`config.mk`:
```
export PLATFORM = sky130hd
export DESIGN_NAME = serial_subtractor
export DESIGN_NICKNAME = d
export VERILOG_FILES = /design/src/rtl/serial_sub_pkg.sv /design/src/rtl/full_subtractor.sv /design/src/rtl/serial_subtractor.sv
export SDC_FILE = /design/constraint.sdc
export NUM_CORES = 1
export LEC_CHECK = 0
export CAP_MARGIN = 20
export CORE_MARGIN = 10
export CORE_UTILIZATION = 40
export DETAILED_ROUTE_END_ITERATION = 8
export PLACE_DENSITY = 0.7
export REMOVE_ABC_BUFFERS = 1
export SETUP_SLACK_MARGIN = 0.15
export SLEW_MARGIN = 20
export SYNTH_ARGS = -nofsm -noshare
export SYNTH_HDL_FRONTEND = slang
export SYNTH_HIERARCHICAL = 1
export SYNTH_SLANG_ARGS = --single-unit
```
`constraint.sdc`:
```
create_clock -name clk -period 1.81 [get_ports clk]
set_input_delay 0.181 -clock clk [delete_from_list [all_inputs] [get_ports clk]]
set_output_delay 0.181 -clock clk [all_outputs]
set_load 0.02 [all_outputs]
```
`src/rtl/serial_sub_pkg.sv`:
```
// Shared definitions for the bit-serial subtractor: FSM state encoding and
// the helper that sizes the bit counter from the operand width.
package serial_sub_pkg;

    typedef enum logic [1:0] {
        ST_IDLE  = 2'd0,
        ST_SHIFT = 2'd1,
        ST_DONE  = 2'd2
    } state_t;

    // Counter only has to reach WIDTH-1, so clog2(WIDTH) bits suffice.
    function automatic int cnt_width(input int width);
        return $clog2(width);
    endfunction

endpackage

```
`src/rtl/full_subtractor.sv`:
```
// Single-bit full subtractor cell: d = a - b - bin, with borrow-out.
module full_subtractor (
    input  logic a,
    input  logic b,
    input  logic bin,
    output logic d,
    output logic bout
);

    assign d    = a ^ b ^ bin;
    assign bout = (~a & b) | (~(a ^ b) & bin);

endmodule

```
`src/rtl/serial_subtractor.sv`:
```
// Bit-serial two's-complement subtractor, diff = a - b, LSB first, one bit per
// clock through one full_subtractor cell and a borrow flip-flop.
//
// state    | meaning
// ---------+-----------------------------------------------------------
// ST_IDLE  | waiting for start; outputs hold last result
// ST_SHIFT | one operand bit per edge through the cell, busy=1
// ST_DONE  | one-cycle done pulse; start here is accepted back-to-back
module serial_subtractor
    import serial_sub_pkg::*;
#(
    parameter int WIDTH = 8
) (
    input  logic             clk,
    input  logic             rst_n,
    input  logic             start,
    input  logic [WIDTH-1:0] a,
    input  logic [WIDTH-1:0] b,
    output logic             busy,
    output logic             done,
    output logic [WIDTH-1:0] diff,
    output logic             borrow,
    output logic             overflow
);

    localparam int CNT_W = cnt_width(WIDTH);

    state_t           state_q;
    state_t           state_d;
    logic [WIDTH-1:0] a_sr;
    logic [WIDTH-1:0] b_sr;
    logic [WIDTH-1:0] res_sr;
    logic             bin_q;
    logic [CNT_W-1:0] cnt_q;
    logic [WIDTH-1:0] diff_q;
    logic             borrow_q;
    logic             overflow_q;
    logic             cell_d;
    logic             cell_bout;
    logic             accept;
    logic             last_bit;

    full_subtractor u_cell (
        .a    (a_sr[0]),
        .b    (b_sr[0]),
        .bin  (bin_q),
        .d    (cell_d),
        .bout (cell_bout)
    );

    // The unused encoding 2'd3 is treated like IDLE, so it can also accept.
    always_comb begin
        accept   = start && (state_q != ST_SHIFT);
        last_bit = (state_q == ST_SHIFT) && (cnt_q == CNT_W'(WIDTH - 1));
        state_d  = state_q;
        case (state_q)
            ST_SHIFT: begin
                if (last_bit) begin
                    state_d = ST_DONE;
                end
            end
            ST_DONE: begin
                state_d = accept ? ST_SHIFT : ST_IDLE;
            end
            default: begin
                state_d = accept ? ST_SHIFT : ST_IDLE;
            end
        endcase
    end

    always_ff @(posedge clk or negedge rst_n) begin
        if (!rst_n) begin
            state_q <= ST_IDLE;
        end else begin
            state_q <= state_d;
        end
    end

    always_ff @(posedge clk or negedge rst_n) begin
        if (!rst_n) begin
            a_sr   <= '0;
            b_sr   <= '0;
            res_sr <= '0;
            bin_q  <= 1'b0;
            cnt_q  <= '0;
        end else if (accept) begin
            a_sr   <= a;
            b_sr   <= b;
            res_sr <= '0;
            bin_q  <= 1'b0;
            cnt_q  <= '0;
        end else if (state_q == ST_SHIFT) begin
            a_sr   <= {1'b0, a_sr[WIDTH-1:1]};
            b_sr   <= {1'b0, b_sr[WIDTH-1:1]};
            res_sr <= {cell_d, res_sr[WIDTH-1:1]};
            bin_q  <= cell_bout;
            cnt_q  <= cnt_q + CNT_W'(1);
        end
    end

    // Results move only on the completion edge; bin_q is the borrow into the MSB there.
    always_ff @(posedge clk or negedge rst_n) begin
        if (!rst_n) begin
            diff_q     <= '0;
            borrow_q   <= 1'b0;
            overflow_q <= 1'b0;
        end else if (last_bit) begin
            diff_q     <= {cell_d, res_sr[WIDTH-1:1]};
            borrow_q   <= cell_bout;
            overflow_q <= bin_q ^ cell_bout;
        end
    end

    assign busy     = (state_q == ST_SHIFT);
    assign done     = (state_q == ST_DONE);
    assign diff     = diff_q;
    assign borrow   = borrow_q;
    assign overflow = overflow_q;

endmodule

```
# Yosys cells after proc, flatten, opt, wreduce, memory -nomap -nowiden
# Index checks and enable logic that the tools add are counted.
[word_totals]
register_bits = 40
inputBits = 19
output_inout_bits = 12
wordCells = 39
[classes]
add_sub_neg = 1
eq_ne = 5
mux = 13
n_bitwise = 8
reduce_logical = 3
[op_table]
columns = ["operator", "count"]
rows = [
  ["$mux 8", 6],
  ["$mux 3", 2],
  ["$mux 2", 2],
  ["$ne 2x1->1 const B", 2],
  ["$add 3x1->3 const B", 1],
  ["$eq 3x3->1 const B", 1],
  ["$mux 1", 3],
  ["$xor 1x1->1", 3],
  ["$and 1x1->1", 2],
  ["$eq 2x1->1 const B", 1],
  ["$eq 2x2->1 const B", 1],
  ["$logic_and 1x1->1", 2],
  ["$not 1->1", 2],
  ["$reduce_bool 2->1", 1],
  ["$or 1x1->1", 1],
]

# Depth between registers and ports, before layout
# Gate-level depths: netlist of the first run.
[logic_depth]
word_depth = 6
ltp_mapped = 5
depth_no_buf = 5

# Hierarchy
# The synthesis of the first run kept the hierarchy.
[modules_own_cells]
columns = ["mod", "instances", "cells_per_inst", "area_each_um2", "seq_area_each_um2"]
rows = [
  ["serial_subtractor", 1, 119, 1804.2, 975.9],
  ["full_subtractor", 1, 4, 31.3, 0.0],
]

# Least setup slack after synthesis of the first run
# OpenSTA, ideal clock, no wires.
[synth_path]
path_type = "reg-to-reg"
start = "register cnt_q[0]"
end = "register diff_q[0], in the netlist diff[0]"
setup_ps = 125
t_arrival_ps = 1399
t_required_ps = 1685
slack_ps = 287
path_stages_with_launch = 6
path_buffers = 1
period_less_slack_ps = 1523
cell_sequence = "dfrtp_1 -> ha_1 -> ha_1 -> nand3b_1 -> buf_2 -> mux2_2"
[synth_between]
elab_chain_len = 2
[synth_rtl]
columns = ["item", "line_no", "text"]
rows = [
  ["start, declared", "serial_subtractor.sv:34", "logic [CNT_W-1:0] cnt_q;"],
  ["start signal, assigned", "serial_subtractor.sv:97", "cnt_q <= cnt_q + CNT_W'(1);"],
  ["$eq 3x3->1", "serial_subtractor.sv:54", "last_bit = (state_q == ST_SHIFT) && (cnt_q == CNT_W'(WIDTH - 1));"],
  ["$logic_and 1x1->1", "serial_subtractor.sv:54", ""],
  ["end signal, assigned", "serial_subtractor.sv:108", "diff_q <= {cell_d, res_sr[WIDTH-1:1]};"],
  ["end, declared", "serial_subtractor.sv:35", "logic [WIDTH-1:0] diff_q;"],
]
# No other way between the ends.
# A chain may end at the register's enable or synchronous reset.

# Final worst setup path of the first run
[layout_path]
start = "register cnt_q[0]"
end = "register diff_q[6], in the netlist diff[6]"
# Same word-level chain as after synthesis.

==> metrics.md, run 1 <==
| Metric | Value |
|---|---|
| Min Tclk post-route | `between 1.5 and 2 ns` |
| First-pass GRT wire length | `5550 µm` |
| Synthesis-to-finish area growth | `24.1%` |
| Layout cell share with drive strength beyond 1 | `between 30% and 40%` |
| Most common cell after layout, fill and taps aside | `dfrtp_1` |
| Sequential cell area fraction in the yosys report | `between 50% and 60%` |
| Initial antenna violation count | `0` |
| Final period util | `a little under nine tenths` |
| Clock Path Buffers | `2` |
| Detailed Routing Iterations Pass 1 | `5` |
| Die width | `87.7 µm` |
| Clk_skew | `~0.0016 ns` |
| Slew Limit Fails | `0` |
| Fin. Hold Viols | `0` |
| Static Leak | `about 0.0011 µW` |
| IO Port Bufs | `30` |
| Die area | `roughly 0.0077 mm²` |
| DR WL/cell | `roughly 15 µm` |
| Register area | `around 1000 µm²` |
| Final setup fails | `0` |
| Initial core utilization | `41.6%` |
| Final worst slack | `about 0.25 ns` |
| Antenna cell count | `0` |
| Final Non-Filler Cells | `210` |
| Compound-Gate Fraction of Synth Area | `0.409%` |
| RR Endpoint | `diff[6]` |
| Syn_area_per_cell | `between 10 and 15 µm²` |
| Slew @ Worst Pin | `around 0.5 ns` |
| Die Height | `87.7 µm` |
| Netlist cell types | `17` |
| Final #Nets | `181` |
| Sink Count | `39` |
| GR Overflow Total | `0` |
| Mux cell area share after synthesis | `between 30% and 40%` |
| Drt initial violations | `41` |
| CP endpoint kind | `flip-flop` |
| Via count | `a little over 1,000` |
| Critical path data arrival time | `1.73 ns` |
| Sum Neg Setup Slack | `0 ns` |
| Yosys reg bits | `39` |
| Type of origin of the critical path | `flip-flop` |
| Slew HR | `67.4%` |
| Worst Path Max Fanout | `9` |
| H-tree depth | `2` |
| Vias/cell | `roughly 4.8` |
| Multi-input logic area | `between 700 and 800 µm²` |
| Max-cap violations | `0` |
| Row cnt | `24` |
| Worst IR Drop VDD | `between 0.0007 and 0.0008 V` |
| CTS tree | `done` |
| Root buffer cell | `clkbuf_8` |
| Hpwl dp | `2280 µm` |
| PD cells | `between 1500 and 2000 mW/mm²` |
| Reg clk slew, reported paths | `approximately 0.070 ns` |
| Warnings, synthesis | `6` |
| Setup slack at placement | `~0.16 ns` |
| Gp weighted congestion | `~0.71` |
| Drt drc | `0` |
| Syn Std Cell Area | `between 0.0015 and 0.002 mm²` |
| Clock latency on the worst-skew pair | `about 0.28 ns` |
| Min-Delay Path Class | `input port to async pin` |
| Post-Synth Adder-Cell Area | `around 2.5%` |
| Worst R2R Path Depth | `5` |
| Clock buffer count from CTS | `5` |
| Outcome | `finished clean` |
| Worst reg2reg startpoint | `cnt_q[0]` |
| RSZ-0062 raised after global routing | `no` |
| Final wirelength | `roughly 3200 µm` |
| WP data required | `1.98 ns` |
| Antenna-violating nets left | `0` |
| Crit path kind | `flip-flop to flip-flop` |
| Vias in the first global route | `1,177` |
| Fmax | `0.641 GHz` |
| Commonest cells after routing, fill and taps aside | `39 x dfrtp_1, 36 x mux2_2, 27 x clkdlybuf4s50_1` |
| R2r setup slk | `around 0.25 ns` |
| Cells after Synth | `about 120` |
| Post-Synth Simple-Gate Area | `5.45%` |
| Filler cells | `~380` |
| Post-Synth XOR/XNOR Area | `less than 1%` |
| Core area | `0.00441 mm²` |
| Placed Cells | `approximately 200` |
| Largest family of logic cells by synthesized area | `multiplexers` |
| I/O Pins | `31` |
| Largest net degree at the start of global routing | `40` |
| Worst Hold Slack | `about 0.48 ns` |
| Total GRT Usage | `around 9.3%` |
==> cell families after synthesis <==
kind of cell / after synthesis
fa+ha+maj: 3
flops: 39
buf+inv: 12
compound gates: 1
simple gates: 16
xor+xnor: 1
mux: 51
==> metal layers <==
layer | global-route usage [%] | vias up | wire length [µm]
met3 | 4.36 | 4 | 203
met2 | 15.0 | 24 | 1580
met1 | 10.2 | 489 | 1350
li1 | - | 492 | -
met5 | 0 | - | 0
met4 | 3.91 | 0 | 42
==> power breakdown <==
group | leakage, µW | internal [µW] | total (µW) | switching [µW]
combinational | 0.000544 | 918 | 1520 | 601
clock | 0.0000371 | 257 | 522 | 265
sequential | 0.000495 | 1240 | 1440 | 201
total | 0.00108 | 2420 | 3480 | 1070
==> sequential cells by signal, summed over array words and instances (netlist names) <==
name      cells
a_sr          8
b_sr          8
bin_q         1
borrow        1
cnt_q         3
diff          8
overflow      1
res_sr        7
state_q       2
==> stage by stage <==
stage,util [%],power (µW),instance area (µm²)
6_report,51.6,3480,2280
3_5_place_dp,49.5,3020,2190
3_3_place_gp,49.5,2930,2190
5_1_grt,51.6,3760,2280
2_1_floorplan,-,2460,1770
4_1_cts,51.4,3550,2270
==> final cells by class <==
| cell class | count | area share, % |
|---|---|---|
| Timing Repair Buffer | 36 | 16.2 |
| Tap cell | 52 | 2.86 |
| Multi-Input combinational cell | 72 | 34.1 |
| Inverter | 5 | 0.824 |
| Sequential cell | 39 | 42.8 |
| Clock buffer | 6 | 3.19 |
==> repair_timing <==
action	in CTS	in global routing
pin swaps	0	0
setup endpoints to repair	1	10
hold buffers	1	0
buffers inserted	0	1
resized for setup	1	1
endpoints found under the hold margin	39	0
==> critical path, cell delays in order (launching register included) <==
cell and delay, ns:
dfrtp_1 0.40, ha_1 0.21, ha_1 0.20, nand3b_1 0.15, buf_12 0.15, mux2_2 0.33
==> synth_stat cells <==
| library cell | number | area, µm² |
|---|---|---|
| mux2_2 | 36 | 405 |
| xor2_1 | 1 | 8.76 |
| mux2i_1 | 3 | 30.0 |
| inv_1 | 5 | 18.8 |
| nor2_1 | 2 | 7.51 |
| nand3b_1 | 1 | 7.51 |
| buf_8 | 1 | 15.0 |
| buf_2 | 3 | 15.0 |
| fa_1 | 1 | 20.0 |
| nand2b_1 | 2 | 12.5 |
| nor2b_1 | 8 | 50.1 |
| o21a_1 | 1 | 7.51 |
| dfrtp_1 | 39 | 976 |
| mux2_4 | 12 | 180 |
| ha_1 | 2 | 25.0 |
| buf_6 | 3 | 33.8 |
| and2b_1 | 3 | 22.5 |
==> worst max path at each step <==
stage	from	to	slack (ns)
detailed placement	start	b_sr[6]	0.16
global route	cnt_q[0]	diff[6]	0.19
global placement	start	a_sr[0]	0.20
finish	cnt_q[0]	diff[6]	0.25
CTS	cnt_q[0]	diff[6]	0.18
floorplan	state_q[1]	state_q[0]	-0.005
No activity file was read; power rests on OpenSTA's default activity.
==> inputs of run 2 (changes only) <==
--- a/config.mk
+++ b/config.mk
@@ -8,8 +8,10 @@
 export CAP_MARGIN = 20
 export CORE_MARGIN = 10
 export CORE_UTILIZATION = 40
+export CTS_BUF_LIST = sky130_fd_sc_hd__clkbuf_4
 export DETAILED_ROUTE_END_ITERATION = 8
-export PLACE_DENSITY = 0.7
+export DONT_BUFFER_PORTS = 1
+export PLACE_DENSITY = 0.61
 export REMOVE_ABC_BUFFERS = 1
 export SETUP_SLACK_MARGIN = 0.15
 export SLEW_MARGIN = 20
==> run 2 against run 1 <==
Critical endpoint is now busy; worst hold slack lost 0.38 ns; clock power grew 9.8%; critical path type is now flip-flop to primary output; final area shrank 12%; utilization shrank 6.1 points; critical path depth shrank 2; global-route usage shrank 0.15 points; die area is the same; via count shrank 7.6%; register-to-register slack gained 0.03 ns; combinational power shrank 25%.
==> metrics.md, run 2 (same netlist as run 1, synthesis figures left out) <==
| Metric | Value |
|---|---|
| Outcome | `finished clean` |
| Gp weighted congestion | `0.658` |
| Min-Delay Path Class | `input port to flip-flop` |
| Detailed Routing Iterations Pass 1 | `3` |
| First-pass GRT wire length | `5440 µm` |
| Slew @ Worst Pin | `0.449 ns` |
| Fin. Hold Viols | `0` |
| Clock buffer count from CTS | `5` |
| Clock latency on the worst-skew pair | `0.34 ns` |
| Worst IR Drop VDD | `0.000446 V` |
| Worst Path Max Fanout | `20` |
| Hold path depth | `2` |
| Initial core utilization | `around two fifths` |
| Largest net degree at the start of global routing | `40` |
| Die width | `approximately 88 µm` |
| Final worst slack | `0.252 ns` |
| Static Leak | `0.000954 µW` |
| Reg clk slew, reported paths | `0.12 ns` |
| Hpwl dp | `around 2200 µm` |
| Slowest stage delay, CP | `~0.42 ns` |
| Vias/cell | `between 5 and 6` |
| Via count | `932` |
| Final Core Density | `a little under half` |
| Synthesis-to-finish area growth | `9.54%` |
| Slew Limit Fails | `0` |
| Drt initial violations | `between 50 and 60` |
| Hold Crit Endpoint | `res_sr[5]` |
| Most common cell after layout, fill and taps aside | `dfrtp_1` |
| Final wirelength | `approximately 3200 µm` |
| R2r setup slk | `between 0.2 and 0.3 ns` |
| Min Tclk post-route | `about 1.6 ns` |
| Worst path slowest cell | `dfrtp_1` |
| Final #Nets | `154` |
| RR Endpoint | `diff[5]` |
| RSZ-0062 raised after global routing | `no` |
| Worst Min Path Start | `start` |
| Clock Path Buffers | `2` |
| Max-cap violations | `0` |
| Worst reg2reg startpoint | `cnt_q[0]` |
| Final setup fails | `0` |
| Die Height | `87.7 µm` |
| WP data required | `between 1.5 and 2 ns` |
| CTS tree | `done` |
| Clk_skew | `0.00844 ns` |
| CP endpoint kind | `primary output` |
| Row cnt | `24` |
| Total power | `3300 µW` |
| DR WL/cell | `17.3 µm` |
| Drt drc | `0` |
| Root buffer cell | `clkbuf_4` |
| Vias in the first global route | `1,056` |
| Total GRT Usage | `9.11%` |
| Sink Count | `39` |
| PD cells | `between 1500 and 2000 mW/mm²` |
| Initial antenna violation count | `0` |
| I/O Pins | `31` |
| Die area | `between 0.007 and 0.008 mm²` |
| Type of origin of the critical path | `flip-flop` |
| Critical path data arrival time | `~1.4 ns` |
| Slew HR | `between 60% and 70%` |
| Antenna cell count | `0` |
| Antenna-violating nets left | `0` |
| Crit path kind | `flip-flop to primary output` |
| IO Port Bufs | `0` |
| Worst Hold Slack | `0.0977 ns` |
| Worst R2R Path Depth | `5` |
| Commonest cells after routing, fill and taps aside | `39 x dfrtp_1, 36 x mux2_2, 12 x mux2_4` |
| H-tree depth | `2` |
| GR Overflow Total | `0` |
| Fmax | `approximately 0.64 GHz` |
| Final period util | `86.1%` |
| Filler cells | `around 410` |
| Core area | `roughly 0.0044 mm²` |
| Layout cell share with drive strength beyond 1 | `about 46%` |
| CP startpoint | `state_q[0]` |
| CP Cell Sequence | `nand2b_1 -> buf_6 -> clkinvlp_4` |
| Setup slack at placement | `~0.29 ns` |
[run 2: changes by cell type in the layout (fill, tap and decap cells not counted), sizes merged]
cell and delta:
clkdlybuf4s50 -27, dlygate4sd3 +3, clkinv +2, buf -1, bufinv +1, clkbuf -1
clkinvlp +1, dlygate4sd2 -1, dlymetal6s2s -1, inv -1
[run 2: timing repair]
item                                    4_1_cts  5_1_grt
hold endpoints to repair                     43        0
setup buffers                                 0        0
hold buffers                                  5        0
gates resized for setup                       0        2
endpoints found under the setup margin        0        1
[run 2: worst max path at each step]
stage / to / cells after the start
2_1_floorplan: state_q[0] / 3
3_3_place_gp: diff[5] / 5
3_5_place_dp: diff[5] / 5
4_1_cts: busy / 3
5_1_grt: busy / 3
6_report: busy / 3
[run 2: cell type report]
type                            instances  area (µm²)  share of cell area [%]
Clock buffer                            5        37.5                    1.87
Clock inverter                          3        38.8                    1.93
Inverter                                5        22.5                    1.12
Multi-Input combinational cell         72         777                    38.6
Sequential cell                        39         976                    48.5
Tap cell                               52        65.1                    3.24
Timing Repair Buffer                    9        93.8                    4.67
[run 2: per-stage QoR]
| stage | cells | setup TNS, ns | cell area (µm²) |
|---|---|---|---|
| CTS | 185 | 0 | 2000 |
| detailed placement | 172 | 0 | 1870 |
| finish | 185 | 0 | 2010 |
| global placement | 172 | 0 | 1870 |
| floorplan | 116 | -0.00529 | 1770 |
| global route | 185 | 0 | 2010 |
[run 2: metal layers]
metal,vias to the layer above,GRT usage [%],part of all wire (%)
met5,-,0,0
met4,0,4.78,2.2
met3,6,3.16,4.9
met2,18,15.1,49
met1,468,10.1,43
li1,440,-,-
[run 2: power by group]
group / internal (µW) / switching [µW]
Clock: 284 / 288
Combinational: 714 / 423
Sequential: 1240 / 356
[run 2: worst max-delay path: cells and delay by family, from the launching register on]
family | cells | cell delay (ns)
buffers and inverters | 2 | 0.50
and+or+nand+nor | 1 | 0.11
DFF | 1 | 0.42
==> inputs of run 3 (changes only) <==
==> constraint.sdc (replaced) <==
create_clock -name clk -period 1.8 [get_ports clk]
set_input_delay 0.18 -clock clk [delete_from_list [all_inputs] [get_ports clk]]
set_output_delay 0.18 -clock clk [all_outputs]
set_load 0.02 [all_outputs]
==> results of run 3 <==
Same layout as run 2 (identical final DEF). Status: finished clean.
Among the figures that moved: setup slack after placement 0.287 ns -> 0.277 ns; setup slack after layout 0.252 ns -> 0.243 ns; hold slack 0.0977 ns -> 0.0967 ns; register-to-register setup slack 0.28 ns -> 0.27 ns; total power 3300 µW -> 3320 µW; worst IR drop on VDD 0.000446 V -> 0.000449 V
